### config.mk
export PLATFORM = sky130hd
export DESIGN_NAME = mem_port_arbiter
export DESIGN_NICKNAME = d
export VERILOG_FILES = /design/src/rtl/mem_port_arbiter.sv
export SDC_FILE = /design/constraint.sdc
export NUM_CORES = 1
export LEC_CHECK = 0
export CAP_MARGIN = 20
export CORE_ASPECT_RATIO = 0.6
export CORE_MARGIN = 3
export CORE_UTILIZATION = 31
export CTS_BUF_LIST = sky130_fd_sc_hd__clkbuf_8
export CTS_CLUSTER_DIAMETER = 100
export DETAILED_ROUTE_END_ITERATION = 10
export GPL_TIMING_DRIVEN = 0
export HOLD_SLACK_MARGIN = 0.02
export PLACE_DENSITY = 0.74
export SKIP_LAST_GASP = 1
export SLEW_MARGIN = 0
export SYNTH_ARGS = -nofsm -noshare
export SYNTH_HDL_FRONTEND = slang
export SYNTH_SLANG_ARGS = --single-unit
### constraint.sdc
create_clock -name clk -period 2.1 [get_ports clk]
set_clock_uncertainty 0.2 [all_clocks]
set_input_delay 0.42 -clock clk [delete_from_list [all_inputs] [get_ports clk]]
set_output_delay 0.42 -clock clk [all_outputs]
set_load 0.01 [all_outputs]
### src/rtl/mem_port_arbiter.sv
// mem_port_arbiter
// Shares one single-port synchronous RAM between the instruction-fetch
// requester and the data (load/store) requester. Data has priority, and
// fetch is guaranteed a grant after STARVE_MAX consecutive data grants.
// Read responses return one cycle after issue and are routed to their owner,
// with a per-port hold register keeping read data stable across stalls.
// Optional wait-cycle performance counters: define MEM_PORT_ARBITER_PERF_EN.
module mem_port_arbiter #(
  parameter int ADDR_W     = 9,
  parameter int DATA_W     = 32,
  parameter int STARVE_MAX = 3
) (
  input  logic              clk,
  input  logic              rst,
  input  logic              if_req,
  input  logic [ADDR_W-1:0] if_addr,
  output logic              if_gnt,
  output logic              if_stall,
  output logic              if_rvalid,
  output logic [DATA_W-1:0] if_rdata,
  input  logic              d_req,
  input  logic              d_we,
  input  logic [ADDR_W-1:0] d_addr,
  input  logic [DATA_W-1:0] d_wdata,
  input  logic [3:0]        d_be,
  output logic              d_gnt,
  output logic              d_stall,
  output logic              d_rvalid,
  output logic [DATA_W-1:0] d_rdata,
  output logic              ram_en,
  output logic              ram_we,
  output logic [ADDR_W-1:0] ram_addr,
  output logic [DATA_W-1:0] ram_wdata,
  output logic [3:0]        ram_be,
  input  logic [DATA_W-1:0] ram_rdata,
  output logic [31:0]       perf_if_wait,
  output logic [31:0]       perf_d_wait
);

  typedef enum logic [1:0] {
    OWN_NONE = 2'd0,
    OWN_IF   = 2'd1,
    OWN_D    = 2'd2
  } owner_e;

  localparam logic [3:0] STARVE_LIM = 4'(STARVE_MAX);

  owner_e            owner_q, owner_d;
  logic [3:0]        starve_q, starve_d;
  logic [DATA_W-1:0] if_hold_q, if_hold_d;
  logic [DATA_W-1:0] d_hold_q, d_hold_d;
  logic              fetch_forced;

  // Fetch overrides data priority once it has waited STARVE_MAX data grants
  assign fetch_forced = if_req && (starve_q == STARVE_LIM);

  // Per-cycle arbitration and RAM drive; everything is held off during reset
  always_comb begin
    if_gnt    = 1'b0;
    d_gnt     = 1'b0;
    ram_en    = 1'b0;
    ram_we    = 1'b0;
    ram_addr  = '0;
    ram_wdata = '0;
    ram_be    = 4'b0000;
    if (!rst) begin
      if (d_req && !fetch_forced) begin
        d_gnt    = 1'b1;
        ram_en   = 1'b1;
        ram_addr = d_addr;
        if (d_we) begin
          ram_we    = 1'b1;
          ram_wdata = d_wdata;
          ram_be    = d_be;
        end
      end else if (if_req) begin
        if_gnt   = 1'b1;
        ram_en   = 1'b1;
        ram_addr = if_addr;
      end
    end
  end

  assign if_stall = if_req & ~if_gnt & ~rst;
  assign d_stall  = d_req & ~d_gnt & ~rst;

  // Responses: rvalid follows the owner recorded at issue, data bypasses hold
  assign if_rvalid = (owner_q == OWN_IF);
  assign d_rvalid  = (owner_q == OWN_D);
  assign if_rdata  = if_rvalid ? ram_rdata : if_hold_q;
  assign d_rdata   = d_rvalid ? ram_rdata : d_hold_q;

  // Next-state: response owner, starvation count and per-port hold capture
  always_comb begin
    owner_d   = OWN_NONE;
    starve_d  = starve_q;
    if_hold_d = if_hold_q;
    d_hold_d  = d_hold_q;
    if (if_gnt) begin
      owner_d = OWN_IF;
    end else if (d_gnt && !d_we) begin
      owner_d = OWN_D;
    end
    if (if_gnt || !if_req) begin
      starve_d = 4'd0;
    end else if (d_gnt && (starve_q != STARVE_LIM)) begin
      starve_d = starve_q + 4'd1;
    end
    if (owner_q == OWN_IF) begin
      if_hold_d = ram_rdata;
    end
    if (owner_q == OWN_D) begin
      d_hold_d = ram_rdata;
    end
  end

  // State registers; reset discards any outstanding read
  always_ff @(posedge clk) begin
    if (rst) begin
      owner_q   <= OWN_NONE;
      starve_q  <= 4'd0;
      if_hold_q <= '0;
      d_hold_q  <= '0;
    end else begin
      owner_q   <= owner_d;
      starve_q  <= starve_d;
      if_hold_q <= if_hold_d;
      d_hold_q  <= d_hold_d;
    end
  end

`ifdef MEM_PORT_ARBITER_PERF_EN
  logic [31:0] perf_if_q, perf_if_d;
  logic [31:0] perf_d_q, perf_d_d;

  // Wait-cycle counters advance on every stalled cycle and wrap around
  always_comb begin
    perf_if_d = perf_if_q;
    perf_d_d  = perf_d_q;
    if (if_stall) perf_if_d = perf_if_q + 32'd1;
    if (d_stall)  perf_d_d  = perf_d_q + 32'd1;
  end

  // Performance counter registers
  always_ff @(posedge clk) begin
    if (rst) begin
      perf_if_q <= 32'd0;
      perf_d_q  <= 32'd0;
    end else begin
      perf_if_q <= perf_if_d;
      perf_d_q  <= perf_d_d;
    end
  end

  assign perf_if_wait = perf_if_q;
  assign perf_d_wait  = perf_d_q;
`else
  assign perf_if_wait = 32'd0;
  assign perf_d_wait  = 32'd0;
`endif

endmodule

### Word level (Yosys, flattened, before mapping)

Cells that the tools add are included.

* output and inout bits: 181
* logic and storage cells: 50
* register bits: 70

* equality and inequality tests: 4
* bitwise operators: 7
* $add $sub $neg: 1
* reductions and logical operators: 10
* mux-type cells: 23

Operators with widths (count)
* 2-to-1 mux 32 bit: 5
* 2-to-1 mux 9 bit: 3
* 2-to-1 mux 4 bit: 3
* 2-to-1 mux 1 bit: 11
* adder 4 x 1 -> 4 bit, second input constant: 1
* AND 1 bit: 4
* equality test 4 x 2 -> 1 bit, second input constant: 1
* logical AND 1 bit: 4
* != test 4 x 2 -> 1 bit, second input constant: 1
* OR reduction 2 bit: 2
* logical NOT 1 bit: 3
* inverter 1 bit: 3
* equality test 2 x 1 -> 1 bit, second input constant: 1
* equality test 2 bit, second input constant: 1
* 2-to-1 mux 2 bit: 1
* logical OR 1 bit: 1

### Logic depth before layout (Yosys ltp)

* word-level depth: 9
* depth in mapped cells: 5
* mapped depth without buffers: 4

### Worst setup path before layout

No wires, ideal clock.

* path kind: reg-to-output
* start: register starve_q[0]
* end: output port ram_addr[0]
* buffers on the path: 0
* data required time: 1480 ps
* stages on the path, launching flop included: 5
* setup slack: 67 ps
* arrival time: 1413 ps
* cell sequence: dfxtp_1 -> ha_1 -> or3b_4 -> a21oi_4 -> a22o_1

* word-level cells in the longest chain between the ends: 6

Ends and longest elaborated chain
* start, declared: RTL line 49 `logic [3:0] starve_q, starve_d;`
* start signal, assigned: RTL line 126 `starve_q <= starve_d;`
* equality test 4 x 2 -> 1 bit: RTL line 55 `assign fetch_forced = if_req && (starve_q == STARVE_LIM);`
* logical AND 1 bit: RTL line 55
* logical NOT 1 bit: RTL line 67 `if (d_req && !fetch_forced) begin`
* logical AND 1 bit: RTL line 67
* 2-to-1 mux 9 bit: RTL line 67
* 2-to-1 mux 9 bit: RTL line 66 `if (!rst) begin`
* end, declared: RTL line 32 `output logic [ADDR_W-1:0] ram_addr,`

Every way passes these cells.

### Final worst setup path

* start: register starve_q[1]
* end: output port ram_addr[8]

The elaborated chain is that of the path after synthesis.

==> flow_metrics.py <==
metrics = {
    "global_route": {
        "grt_pass1_vias": 3537,
        "grt_max_degree": 13,
        "overflow": 0,
        "antenna_found_initial": 0,
        "grt_util_all_layers": 0.205,
        "grt_pass1_wl_mm": 21.3,
    },
    "worst_setup_path": {
        "worstPathRequired_ns": 1.48,
        "r2r_start": "owner_q[0]",
        "end_kind": "output port",
        "worstReg2RegEnd": "if_hold_q[4]",
        "critPathKind": "reg -> out",
        "r2r_setup_slack_ns": 0.23,
        "crit_arrival_ns": 1.89,
        "worstPathMaxFanout": 4,
        "worst_r2r_path_depth": 8,
        "start_kind": "flop",
    },
    "sta": {
        "whs_ns": 0.327,
        "period_share": 1.19,
        "drv_slew": 0,
        "rsz0062_at_grt": "yes",
        "fmax_ghz": 0.399,
        "tightestPinTransition_ns": 0.563,
        "finalWorstSetupSlack_ns": -0.405,
        "finalSetupViolCount": 112,
        "min_period_ns": 2.51,
        "relSlewSlack": 0.625,
        "hold_viol": 0,
    },
    "drt": {
        "routedWlPerCell_um": 17.0,
        "ant_nets": 0,
        "viasPerCell": 4.06,
        "vias": 3488,
        "drtIter0Drc": 103,
        "routed_wl_mm": 14.6,
        "drc": 0,
        "first_pass_iters": 4,
    },
    "min_path": {
        "min_to": "starve_q[0]",
        "holdPathStages": 2,
        "hp-start": "starve_q[0]",
        "hold_path.class": "reg -> reg",
    },
    "finish": {
        "final_core_util": 0.693,
        "syn2layout_area_growth_pct": 110,
        "drive_above_1_share": 0.544,
        "antenna_cells": 0,
        "final_common_cell": "buf_6",
        "final_cell_mix": "buf_6 (129), buf_4 (87), clkdlybuf4s50_1 (87)",
        "num-nets-final": 791,
    },
    "yosys": {
        "yosysWarnings": 0,
        "synth_top_cell_by_area": "dfxtp_1",
        "synth.area.top_cells": "dfxtp_1 (39%), buf_4 (14%), mux2_2 (13%), nor2b_1 (11%), mux2_1 (6.8%)",
        "seq_area_frac_synth": 0.386,
        "synth-simple-area-share": 0.205,
        "synth_compound_area_frac": 0.0358,
        "synth_cell_types": 25,
        "synth_top_area_frac": 0.386,
        "syn_inst": 354,
        "synth.area.mux_share": 0.198,
        "synth_fa_ha_area_frac": 0.00345,
        "ys_ff_latch": 70,
        "synthXorXnorAreaFrac": 0.00241,
        "syn_avg_cell_area_um2": 10.3,
        "synth_top_family_by_area": "simple AND/OR/NAND/NOR gates",
        "synth.cell_area_um2": 3630,
    },
    "clock_tree": {
        "insertion_delay_ns": 0.34,
        "cts_sinks": 70,
        "htreeDepth": 3,
        "clkTransAtPathRegs_ns": 0.07,
        "cts_root_buffer": "clkbuf_8",
        "cts_max_path_buffers": 2,
        "cts-buffers-inserted": 9,
        "cts_hold_buf": 0,
        "cts_tree": "done",
    },
    "place": {
        "dp_hpwl_mm": 10.1,
        "gp_congestion": 0.897,
        "portBuffers": 207,
    },
    "power_and_ir_drop": {
        "leakage_nw": 3.74,
        "peakVddDrop_v": 0.000351,
        "pwr_density_cell_nw_per_um2": 482,
    },
    "floorplanning": {
        "dieArea_um2": 13100,
        "start_util": 0.330,
        "die_x_um": 146,
        "row_count": 29,
        "die_h_um": 89.8,
        "coreArea_um2": 11000,
        "top_level_ports": 272,
    },
    "run_status": {
        "violations": "setup timing",
        "outcome": "complete, but fails checks",
    },
    "flow_run": {
        "drv_cap": 0,
    },
}
## state kept, by name (all words and copies together) (netlist names)
| signal | flops |
|---|---|
| d_hold_q | 32 |
| if_hold_q | 32 |
| starve_q | 4 |
| owner_q | 2 |
## synth_stat cells, drive strengths merged
cell type / number
nor3: 1
nor2: 5
xor2: 1
conb: 1
or3b: 1
buf: 76
nand3: 1
a21oi: 4
nor2b: 65
nand3b: 2
nor3b: 1
inv: 2
nand2b: 4
mux2: 64
dfxtp: 70
clkbuf: 7
ha: 1
a211oi: 1
a22o: 9
and2: 38
## worst max path at each step
stage | start | depth (start not counted) | slack (ns) | endpoint
global placement | rst | 6 | -1.08 | ram_be[2]
finish | starve_q[1] | 6 | -0.41 | ram_addr[8]
CTS | starve_q[1] | 6 | -0.41 | ram_addr[8]
global route | starve_q[1] | 6 | -0.45 | ram_addr[8]
floorplan | starve_q[0] | 4 | 0.07 | ram_addr[0]
detailed placement | rst | 6 | -1.09 | ram_wdata[15]
## per-layer routing
metal | wire [um] | global-route usage | vias up
met4 | 147 | 0.0340 | 0
met3 | 836 | 0.0558 | 14
met2 | 7300 | 0.354 | 108
met1 | 6310 | 0.263 | 1659
met5 | 0 | 0 | -
li1 | - | - | 1707
## kinds of logic (layout without fill, tap and decap cells)
kind of cell	after synthesis	in the layout
muxes	64	64
DFF	70	70
buffers and inverters	85	372
and+or+nand+nor	118	118
adders and majority gates	1	1
other	1	64
AOI/OAI and AO/OA	14	14
xor gates and xnor gates	1	1
## per-stage QoR
step / TNS, ns / area (um2) / std cells / setup slack (ns) / power, mW
2_1_floorplan: 0 / 3870 / 417 / 0.0668 / 1.79
3_3_place_gp: -70.83 / 6130 / 779 / -1.08 / 2.22
3_5_place_dp: -74.82 / 6130 / 779 / -1.09 / 2.23
4_1_cts: -26.98 / 7310 / 839 / -0.407 / 3.62
5_1_grt: -30.46 / 7610 / 859 / -0.455 / 3.80
6_report: -23.88 / 7610 / 859 / -0.405 / 3.67
## worst max-delay path: stages (launching register included)
cell     delay [ns]
dfxtp_2        0.35
ha_4           0.15
or3b_4         0.39
a21oi_4        0.19
buf_6          0.12
a22o_1         0.18
buf_2          0.16
## final cells by class
cell class	count	area (um2)
well taps	155	194
flip-flops and latches	70	1410
inverters	2	7.51
clock buffers	10	138
plain buffers	80	652
repair buffers	274	2920
multi-input cells	262	2210
clock inverters	6	86.3
fillers	853	3380
## where the power goes
part	internal [mW]	leakage [nW]	switching (mW)
registers	1.37	0.570	0.0142
clock network	0.699	0.118	0.518
logic	0.667	3.05	0.403
## repair_timing
item / CTS / global route
resized for setup: 687 / 69
setup endpoints to repair: 117 / 114
pin swaps: 37 / 2
buffers inserted: 35 / 28
cloned: 9 / 0
No activity file was read; power rests on OpenSTA's default activity.
